<file path="src/rtl/lag_meter.sv">
// Multi-channel display-lag meter: BCD timebase started by start, per-channel capture on sensor light; optional LAG_METER_DEBOUNCE_EN.
// Capture latency 3 edges (+DEBOUNCE_CYCLES with debounce); no backpressure, results hold until next start/reset.
module lag_meter #(
    parameter int CLOCK_DIVIDER   = 270,
    parameter int DIGITS          = 5,
    parameter int CHANNELS        = 1,
    parameter int SENSOR_ACTIVE   = 0,
    parameter int DEBOUNCE_CYCLES = 27
) (
    input  logic                         clock,
    input  logic                         reset,
    input  logic                         start,
    input  logic [CHANNELS-1:0]          sensor,
    output logic [4*DIGITS-1:0]          bcd_count,
    output logic [4*DIGITS*CHANNELS-1:0] result,
    output logic [CHANNELS-1:0]          result_valid,
    output logic                         busy,
    output logic                         timeout
);

    localparam logic ACT   = (SENSOR_ACTIVE != 0);
    localparam logic INACT = ~ACT;
    localparam int   DIV_W = $clog2(CLOCK_DIVIDER);
    localparam int   CW    = 4 * DIGITS;

    typedef enum logic [1:0] {
        S_IDLE,
        S_MEASURE,
        S_DONE
    } state_t;

    state_t                     state_q, state_d;
    logic [CHANNELS-1:0]        sync1_q, sync2_q, sens_f;
    logic [DIV_W-1:0]           div_q, div_d;
    logic                       tick;
    logic [CW-1:0]              count_q, count_d, count_inc;
    logic                       sat;
    logic [CW*CHANNELS-1:0]     result_q, result_d;
    logic [CHANNELS-1:0]        valid_q, valid_d;
    logic [CHANNELS-1:0]        armed_q, armed_d;
    logic                       timeout_q, timeout_d;
    logic                       busy_q;

    always_ff @(posedge clock) begin
        if (reset) begin
            sync1_q <= {CHANNELS{INACT}};
            sync2_q <= {CHANNELS{INACT}};
        end else begin
            sync1_q <= sensor;
            sync2_q <= sync1_q;
        end
    end

`ifdef LAG_METER_DEBOUNCE_EN
    localparam int DBW = $clog2(DEBOUNCE_CYCLES + 1);

    logic [CHANNELS-1:0]           deb_q, deb_d;
    logic [CHANNELS-1:0][DBW-1:0]  dcnt_q, dcnt_d;

    // Counter only runs while the synchronised level disagrees with the filtered one.
    always_comb begin
        deb_d  = deb_q;
        dcnt_d = '0;
        for (int i = 0; i < CHANNELS; i++) begin
            if (sync2_q[i] != deb_q[i]) begin
                if (dcnt_q[i] == DBW'(DEBOUNCE_CYCLES - 1)) begin
                    deb_d[i] = sync2_q[i];
                end else begin
                    dcnt_d[i] = dcnt_q[i] + 1'b1;
                end
            end
        end
    end

    always_ff @(posedge clock) begin
        if (reset) begin
            deb_q  <= {CHANNELS{INACT}};
            dcnt_q <= '0;
        end else begin
            deb_q  <= deb_d;
            dcnt_q <= dcnt_d;
        end
    end

    assign sens_f = deb_q;
`else
    assign sens_f = sync2_q;
`endif

    assign tick = (div_q == DIV_W'(CLOCK_DIVIDER - 1));
    assign div_d = (start || tick) ? '0 : div_q + 1'b1;
    assign sat  = (count_q == {DIGITS{4'h9}});

    always_comb begin
        logic carry;
        count_inc = count_q;
        carry     = 1'b1;
        for (int d = 0; d < DIGITS; d++) begin
            if (carry) begin
                if (count_q[4*d +: 4] == 4'd9) begin
                    count_inc[4*d +: 4] = 4'd0;
                end else begin
                    count_inc[4*d +: 4] = count_q[4*d +: 4] + 4'd1;
                    carry = 1'b0;
                end
            end
        end
    end

    // start overrides every other event in the same cycle.
    always_comb begin
        state_d   = state_q;
        count_d   = count_q;
        result_d  = result_q;
        valid_d   = valid_q;
        armed_d   = armed_q;
        timeout_d = timeout_q;
        if (start) begin
            state_d   = S_MEASURE;
            count_d   = '0;
            valid_d   = '0;
            armed_d   = '0;
            timeout_d = 1'b0;
        end else if (state_q == S_MEASURE) begin
            for (int i = 0; i < CHANNELS; i++) begin
                if (sens_f[i] != ACT) begin
                    armed_d[i] = 1'b1;
                end else if (armed_q[i] && !valid_q[i]) begin
                    valid_d[i]             = 1'b1;
                    result_d[i*CW +: CW]   = count_q;
                end
            end
            if (tick && !sat) begin
                count_d = count_inc;
            end
            if (&valid_d) begin
                state_d = S_DONE;
            end else if (tick && sat) begin
                state_d   = S_DONE;
                timeout_d = 1'b1;
            end
        end
    end

    always_ff @(posedge clock) begin
        if (reset) begin
            state_q   <= S_IDLE;
            div_q     <= '0;
            count_q   <= '0;
            result_q  <= '0;
            valid_q   <= '0;
            armed_q   <= '0;
            timeout_q <= 1'b0;
            busy_q    <= 1'b0;
        end else begin
            state_q   <= state_d;
            div_q     <= div_d;
            count_q   <= count_d;
            result_q  <= result_d;
            valid_q   <= valid_d;
            armed_q   <= armed_d;
            timeout_q <= timeout_d;
            busy_q    <= (state_d == S_MEASURE);
        end
    end

    assign bcd_count    = count_q;
    assign result       = result_q;
    assign result_valid = valid_q;
    assign busy         = busy_q;
    assign timeout      = timeout_q;

endmodule

</file>
<file path="config.mk">
export PLATFORM = sky130hd
export DESIGN_NAME = lag_meter
export DESIGN_NICKNAME = d
export VERILOG_FILES = /design/src/rtl/lag_meter.sv
export SDC_FILE = /design/constraint.sdc
export NUM_CORES = 1
export LEC_CHECK = 0
export ABC_CLOCK_PERIOD_IN_PS = 1950
export BUFFER_PORTS_ARGS = -buffer_cell sky130_fd_sc_hd__buf_2
export CORE_MARGIN = 10
export CORE_UTILIZATION = 49
export DETAILED_ROUTE_END_ITERATION = 10
export PLACE_DENSITY = 0.78
export SYNTH_ARGS = -nofsm -noshare
export SYNTH_HDL_FRONTEND = slang
export SYNTH_SLANG_ARGS = --single-unit
</file>
<file path="constraint.sdc">
create_clock -name clock -period 1.95 [get_ports clock]
set_clock_uncertainty 0.15 [all_clocks]
set_input_delay 0.0975 -clock clock [delete_from_list [all_inputs] [get_ports clock]]
set_output_delay 0.0975 -clock clock [all_outputs]
set_load 0.1 [all_outputs]
</file>
After elaboration in Yosys (flattened, before gate mapping)
Cells that the tools add are included.
- bits in registers: 57
- output and inout port bits: 43
- add/subtract/negate cells: 6
- equal/unequal tests: 9
- mux-type cells: 20
- bitwise logic cells: 3
- reductions and logical operators: 16
- operators with widths (kind ; count):
    4-bit by 1-bit adder with 4-bit output, second input constant ; 5
    20-bit == test, second input constant ; 1
    4-bit == test, second input constant ; 5
    4-bit two-way mux ; 5
    3-bit AND reduction ; 5
    1-bit two-way mux ; 11
    9-bit by 1-bit adder with 9-bit output, second input constant ; 1
    9-bit == test, second input constant ; 1
    2-bit two-way mux ; 4
    2-bit by 1-bit == test with 1-bit output, second input constant ; 2
    2-bit AND reduction ; 2
    4-bit AND reduction ; 1
    2-bit OR reduction ; 2
    1-bit logical AND ; 3
    1-bit NOT ; 3
    1-bit logical NOT ; 2
    1-bit logical OR ; 1

Logic depth before layout (Yosys ltp)
Gate-level depths: netlist of run 1.
- depth in word-level cells: 10
- depth in mapped cells: 8

Worst setup path after synthesis of run 1
Ideal clock, no wire load.
- path type: register -> register
- from: register count_q[3] (netlist: bcd_count[3])
- to: register count_q[16] (netlist: bcd_count[16])
- data arrival time: 2515 ps
- required time: 1730 ps
- setup slack: -786 ps
- cell stages (with the launch flop): 6
- cell sequence: dfxtp_1 -> and4bb_4 -> nand4_4 -> nand4b_4 -> or4b_1 -> a21oi_1
- word-level cells in the longest chain between the ends: 6
- elaborated cells on any way between the ends: 9
- ends and longest elaborated chain (element ; line ; RTL):
    from (decl) ; 36 ; logic [CW-1:0] count_q, count_d, count_inc;
    from (signal assigned) ; 158 ; count_q <= count_d;
    4-bit == test ; 100 ; if (count_q[4*d +: 4] == 4'd9) begin
    1-bit two-way mux ; 100 ;
    1-bit two-way mux (3 in series) ; 99 ; if (carry) begin
    3-bit AND reduction (no source line) * ; -- ;
Mark *: on every way between the ends. The rest lies on a longest branch, timed or not.
A chain may end at the register's enable or synchronous reset.

Worst setup path after layout of run 1
- from: register div_q[1]
- to: register count_q[16] (netlist: bcd_count[16])
- word-level cells in the longest chain between the ends: 3
- ends and longest elaborated chain (element ; line ; RTL):
    from (decl) ; 34 ; logic [DIV_W-1:0] div_q, div_d;
    from (signal assigned) ; 157 ; div_q <= div_d;
    9-bit == test ; 90 ; assign tick = (div_q == DIV_W'(CLOCK_DIVIDER - 1));
    1-bit logical AND ; 133 ; if (tick && !sat) begin
    3-bit AND reduction (no source line) ; -- ;
No other way between the ends.

==> metrics.md, run 1 <==
| Metric | Value |
|---|---|
| R2R Path End | bcd_count[16] |
| Die W | 90.7 um |
| Pre-antenna DRT Iters | 4 |
| Full die area | 8230 um^2 |
| Worst skew pair latency | 340 ps |
| Share of cells above drive strength 1 | a little over a third |
| Slew headroom | 66.7% |
| Stages on worst setup path | 7 |
| Layout area overhead | 33.7% |
| CP top delay family | simple AND/OR/NAND/NOR gates |
| R2R Path Start | div_q[1] |
| Starting density of the core | roughly 50% |
| Leak pwr | 1.38 nW |
| Num CTS Buffers | 9 |
| Max-cap viol count | 0 |
| VDD IR max | 0.551 mV |
| Port buffer count | 46 |
| CP endpoint kind | register |
| Max clock buf depth | 2 |
| CP endpoint | bcd_count[16] |
| Yosys warnings | 0 |
| Row Count | 25 |
| Placed inst area | 2990 um^2 |
| Vias in the first global route | ~2100 |
| Total Nets Final | 370 |
| Top cells by count, synth | 57 x dfxtp_1, 57 x nand2_1, 31 x a21oi_1 |
| Chip height | 90.7 um |
| Distinct cells, synth | 47 |
| Critical Path RT | 2060 ps |
| GR Util All Layers | 14.9% |
| Post-Route WL | 6.11 mm |
| Layout Utilization | 68.4% |
| Clock sink total | 57 |
| DRT iter0 DRCs | 165 |
| Filler Cells Inserted | ~390 |
| Via/cell ratio | 5.18 |
| Primary FF master, synth | dfxtp_1 |
| Crit Path Category | reg -> reg |
| CTS tree | done |
| Final hold slack | roughly 260 ps |
| Initial antenna violation count | 0 |
| Total Power | 2.31 mW |
| Synth area leader | dfxtp_1 |
| Clock-pin transition on the worst setup and hold timing paths | ~60 ps |
| Pwr/cell area | a little over 700 nW/um^2 |
| Via count | 2257 |
| R2R Setup Slk | between 20 and 25 ps |
| Final min period | 1930 ps |
| Setup crit start | div_q[1] |
| Status | complete, no violations |
| Synth area leaders | dfxtp_1 47%, nand2_1 8.7%, a21oi_1 6.3% |
| Max stage delay on crit path | 480 ps |
| Least-Margin Pin Slew | 503 ps |
| Crit share post-route | 98.9% |
| Worst Hold Class | reg -> reg |
| Critical Path, Cell by Cell | inv_2 > ha_4 > and4_4 > and3_4 > nand4b_4 > or4b_1 > a21oi_1 |
| Seq/Total Area, Yosys | between 40% and 50% |
| Crit start category | register |
| RSZ-0062 raised after global routing | true |
| #FFs+latches synth | 57 |
| GP Congestion | 0.842 |
| Synth top area share | between 40% and 50% |
| Final-report setup violation count | 0 |
| GRT overflow | 0 |
| Root Driver | clkbuf_8 |
| Worst R2R Path Depth | 7 |
| Design area | between 3000 and 4000 um^2 |
| Final number of hold-violating endpoints | 0 |
| Fmax | 518 MHz |
| Num ports | 47 |
| Worst EP arrival | 2040 ps |
| Ant. Diodes | 0 |
| H-tree depth | 3 |
| CP Buf/Inv Count | 1 |
| Netlist Area Pre-Place | between 2000 and 2500 um^2 |
| Crit-path max FO | 6 |
| Routed wire length per instance | 14.0 um |
| DRC Markers | 0 |
| First-pass GRT wire length | 10.1 mm |
| Critical path's slowest cell | or4b_1 |
| Async S/R FF share, synth | 0% |
| Dpl hpwl | 4.38 mm |
| EDFF count, synth | 0 |
| Final Slew Violations | 0 |
| Core Area | ~4800 um^2 |
| Largest net degree at the start of global routing | 22 |
| Mapped Avg Cell Area | around 8.7 um^2 |
| Syn nets | 289 |
| DRT antenna net count | 0 |
| Cells after Synth | about 280 |
through the flow:
step,instances,setup TNS (ps),worst slack [ps]
finish,436,0,21.2
detailed placement,413,-603,-115
floorplan,283,-755,-205
CTS,432,0,1.67
global route,436,-282,-50.6
global placement,413,-34.1,-31.6
how the worst min path moves through the flow:
stage          depth (start not counted)     from      end  slack [ps]
2_1_floorplan                          1   sensor  sync1_q          50
3_3_place_gp                           2   sensor  sync1_q         130
3_5_place_dp                           2   sensor  sync1_q         130
4_1_cts                                1  sync1_q   sens_f         260
5_1_grt                                1  sync1_q   sens_f         270
6_report                               1  sync1_q   sens_f         260
registers in the layout, indices dropped and copies added, names as in the netlist:
signal,cells
result,20
sens_f,1
armed_q,1
sync1_q,1
bcd_count,20
div_q,9
busy,1
timeout,1
result_valid,1
state_q,2
cell families after synthesis:
kind of cell | count (synthesis) | share of synthesized area, %
mux | 5 | 2.04
simple gates | 134 | 29.6
flops | 57 | 46.6
buf+inv | 19 | 3.52
compound gates | 54 | 12.9
xor+xnor | 12 | 4.29
fa+ha+maj | 2 | 1.02
where the power goes:
group / leakage, nW / switching (mW) / internal, mW
combinational: 0.804 / 0.0498 / 0.0238
clock: 0.102 / 0.465 / 0.614
sequential: 0.476 / 0.00402 / 1.15
total: 1.38 / 0.519 / 1.79
cells in the final DEF (no fill, tap or decap), types with 2 or more instances in the layout:
master	n
clkinv_2	4
a31oi_1	5
inv_1	7
xnor2_1	7
mux2i_1	5
o211ai_1	2
nand2_1	57
nor2b_1	5
clkbuf_8	10
nand3_1	8
o311ai_0	2
a21oi_1	31
nand3b_1	4
nand4_1	2
buf_2	46
or2_2	3
o21a_1	2
dfxtp_2	8
dlygate4sd3_1	3
dfxtp_1	35
xor2_1	5
o21ai_0	4
buf_4	32
nor2_1	24
o31ai_1	2
dfxtp_4	14
and3_1	2
or3_1	4
routing by layer:
metal	part of all wire [%]	routed length, um	GRT usage [%]
met1	44	2670	16.4
met4	1.5	94	6.63
met3	5.9	361	5.32
met5	0	0	0
met2	49	2980	25.1
repair_timing:
item                                   4_1_cts  5_1_grt
hold buffers                                 3        0
resized for setup                            3       10
setup endpoints to repair                   10       10
pin swaps                                    0        3
endpoints found under the hold margin       14        0
buffers inserted                             0        4
area by class of cell:
class | count | area, um^2 | share of cell area [%]
multi-input combinational | 207 | 1260 | 38.5
sequential | 57 | 1200 | 36.7
clock inverter | 6 | 57.6 | 1.76
clock buffer | 10 | 138 | 4.20
tap | 67 | 83.8 | 2.56
inverter | 8 | 30.0 | 0.917
timing repair buffer | 81 | 500 | 15.3
No activity file was read; power rests on OpenSTA's default activity.
==> run 2, diff against run 1 <==
--- a/config.mk
+++ b/config.mk
@@ -9,7 +9,9 @@
 export BUFFER_PORTS_ARGS = -buffer_cell sky130_fd_sc_hd__buf_2
 export CORE_MARGIN = 10
 export CORE_UTILIZATION = 49
+export CTS_BUF_LIST = sky130_fd_sc_hd__clkbuf_16
 export DETAILED_ROUTE_END_ITERATION = 10
+export MAX_ROUTING_LAYER = met4
 export PLACE_DENSITY = 0.78
 export SYNTH_ARGS = -nofsm -noshare
 export SYNTH_HDL_FRONTEND = slang
==> run 2 against run 1 <==
Net effect: worst setup slack got worse by 8.2 ps; register-to-register slack hardly changed; sequential power about the same; critical path depth unchanged; critical path type unchanged; cell count unchanged; largest power group is now clock; largest cell class unchanged.
==> metrics.md, run 2 (same netlist as run 1, synthesis figures left out) <==
| Metric | Value |
|---|---|
| RSZ-0062 raised after global routing | true (unchanged) |
| Crit Path Category | reg -> reg (unchanged) |
| Dpl ws | -115 ps (unchanged) |
| First-pass GRT wire length | 10.6 mm (was 10.1 mm) |
| Slew headroom | 66.5% (was 66.7%) |
| Root Driver | clkbuf_16 (was clkbuf_8) |
| GP Congestion | 0.855 (was 0.842) |
| Filler Cells Inserted | 369 (was 385) |
| Share of cells above drive strength 1 | 36.9% (was 36.6%) |
| Clock-pin transition on the worst setup and hold timing paths | 50 ps (was 60 ps) |
| Design area | 3390 um^2 (was 3280 um^2) |
| Leak pwr | 1.43 nW (was 1.38 nW) |
| Status | complete, no violations (unchanged) |
| Final WS setup | 13.0 ps (was 21.2 ps) |
| Hold Crit Depth | 2 (was 1) |
| Post-Layout Cell Count | 436 (unchanged) |
| Fmax | 516 MHz (was 518 MHz) |
| CP endpoint kind | register (unchanged) |
| Crit-path max FO | 6 (unchanged) |
| R2R Path End | bcd_count[16] (unchanged) |
| Core Area | 4790 um^2 (unchanged) |
| CP top delay family | simple AND/OR/NAND/NOR gates (unchanged) |
| Dpl hpwl | 4.38 mm (unchanged) |
| Placed inst area | 2990 um^2 (unchanged) |
| Max-cap viol count | 0 (unchanged) |
| Pwr/cell area | 806 nW/um^2 (was 705 nW/um^2) |
| DRC Markers | 0 (unchanged) |
| VDD IR max | 0.639 mV (was 0.551 mV) |
| Via count | 2266 (was 2257) |
| Worst EP arrival | 2030 ps (was 2040 ps) |
| Vias in the first global route | 2160 (was 2114) |
| Ant. Diodes | 0 (unchanged) |
| Num CTS Buffers | 9 (unchanged) |
| Die W | 90.7 um (unchanged) |
| Critical Path, Cell by Cell | inv_2 > ha_4 > and4_4 > and3_4 > nand4b_4 > or4b_1 > a21oi_1 (unchanged) |
| GR Util All Layers | 16.1% (was 14.9%) |
| Least-Margin Pin Slew | 505 ps (was 503 ps) |
| Max clock buf depth | 2 (unchanged) |
| WHS Endpoint | busy (was sens_f) |
| Critical path's slowest cell | or4b_1 (unchanged) |
| Multi-input gate area | 1280 um^2 (was 1260 um^2) |
| Layout Utilization | 70.8% (was 68.4%) |
| Total Nets Final | 370 (unchanged) |
| Initial antenna violation count | 0 (unchanged) |
| Crit share post-route | 99.3% (was 98.9%) |
| Via/cell ratio | 5.20 (was 5.18) |
| R2R Path Start | div_q[1] (unchanged) |
| Launch point of the worst hold path | reset (was sync1_q) |
| Largest net degree at the start of global routing | 22 (unchanged) |
| Placed cell count | 413 (unchanged) |
| Worst Hold Class | in -> reg (was reg -> reg) |
| CTS tree | done (unchanged) |
| H-tree depth | 3 (unchanged) |
| Row Count | 25 (unchanged) |
| Pre-antenna DRT Iters | 4 (unchanged) |
| Worst skew pair latency | 320 ps (was 340 ps) |
| FF/Latch Area | 1200 um^2 (unchanged) |
| Final min period | 1940 ps (was 1930 ps) |
| Stages on worst setup path | 7 (unchanged) |
| Post-Route WL | 6.45 mm (was 6.11 mm) |
| Routed wire length per instance | 14.8 um (was 14.0 um) |
| Starting density of the core | 51.2% (unchanged) |
| Final Slew Violations | 0 (unchanged) |
| Chip height | 90.7 um (unchanged) |
| CP Buf/Inv Count | 1 (unchanged) |
| DRT antenna net count | 0 (unchanged) |
| Full die area | 8230 um^2 (unchanged) |
| Worst R2R Path Depth | 7 (unchanged) |
| Crit start category | register (unchanged) |
| R2R Setup Slk | 10 ps (was 20 ps) |
| Final-report setup violation count | 0 (unchanged) |
| GRT overflow | 0 (unchanged) |
| Final number of hold-violating endpoints | 0 (unchanged) |
| Commonest non-fill, non-tap cell in the layout | nand2_1 (unchanged) |
| DRT iter0 DRCs | 205 (was 165) |
| Max stage delay on crit path | 480 ps (about the same) |
| Port buffer count | 46 (unchanged) |
| Layout area overhead | 38.3% (was 33.7%) |
| Critical Path RT | 2040 ps (was 2060 ps) |
| Most frequent cells in the layout | 57 x nand2_1, 46 x buf_2, 35 x dfxtp_1, 32 x buf_4, 30 x a21oi_1 (was 57 x nand2_1, 46 x buf_2, 35 x dfxtp_1, 32 x buf_4, 31 x a21oi_1) |
| Clock sink total | 57 (unchanged) |
| Num ports | 47 (unchanged) |
## run 2: per-stage QoR
step | hold WS (ps) | TNS (ps) | power [mW]
after floorplan | 51.3 | -755 | 1.22
after global placement | 131 | -34.1 | 1.25
after detailed placement | 134 | -603 | 1.25
after CTS | 8.65 | 0 | 2.74
after global routing | 29.5 | -102 | 2.81
final | 9.33 | 0 | 2.73
## run 2: power breakdown
group          total (mW)  switching [mW]  internal, mW
Sequential           1.16         0.00418          1.16
Combinational      0.0722          0.0496        0.0225
Clock                1.50           0.525         0.972
Total                2.73           0.579          2.15
## run 2: area by class of cell
class	count	share of cell area (%)
flip-flops and latches	57	35.5
inverters	8	0.887
clock inverters	7	1.81
multi-input cells	207	37.8
repair buffers	81	14.8
well taps	67	2.48
clock buffers	9	6.65
## run 2: metal layers
| layer | share of wire, % | global-route usage [%] | vias to the layer above |
|---|---|---|---|
| met1 | 42 | 17.2 | 1060 |
| met2 | 52 | 26.6 | 60 |
| met5 | 0 | - | - |
| li1 | - | - | 1139 |
| met3 | 5.1 | 5.82 | 7 |
| met4 | 1.2 | 6.23 | 0 |
## run 2: what timing repair did
item	CTS	global route
pin swaps	1	4
setup buffers	2	3
resized for setup	3	14
setup endpoints to repair	10	11
endpoints found under the hold margin	5	0
hold buffers	2	0
## run 2: worst max path at each step
stage                       from             to  slack (ps)
floorplan           bcd_count[1]  bcd_count[16]        -210
global placement        div_q[1]   bcd_count[5]         -30
detailed placement      div_q[1]   bcd_count[5]        -120
CTS                     div_q[1]  bcd_count[16]          10
global route            div_q[1]  bcd_count[16]         -50
finish                  div_q[1]  bcd_count[16]          10
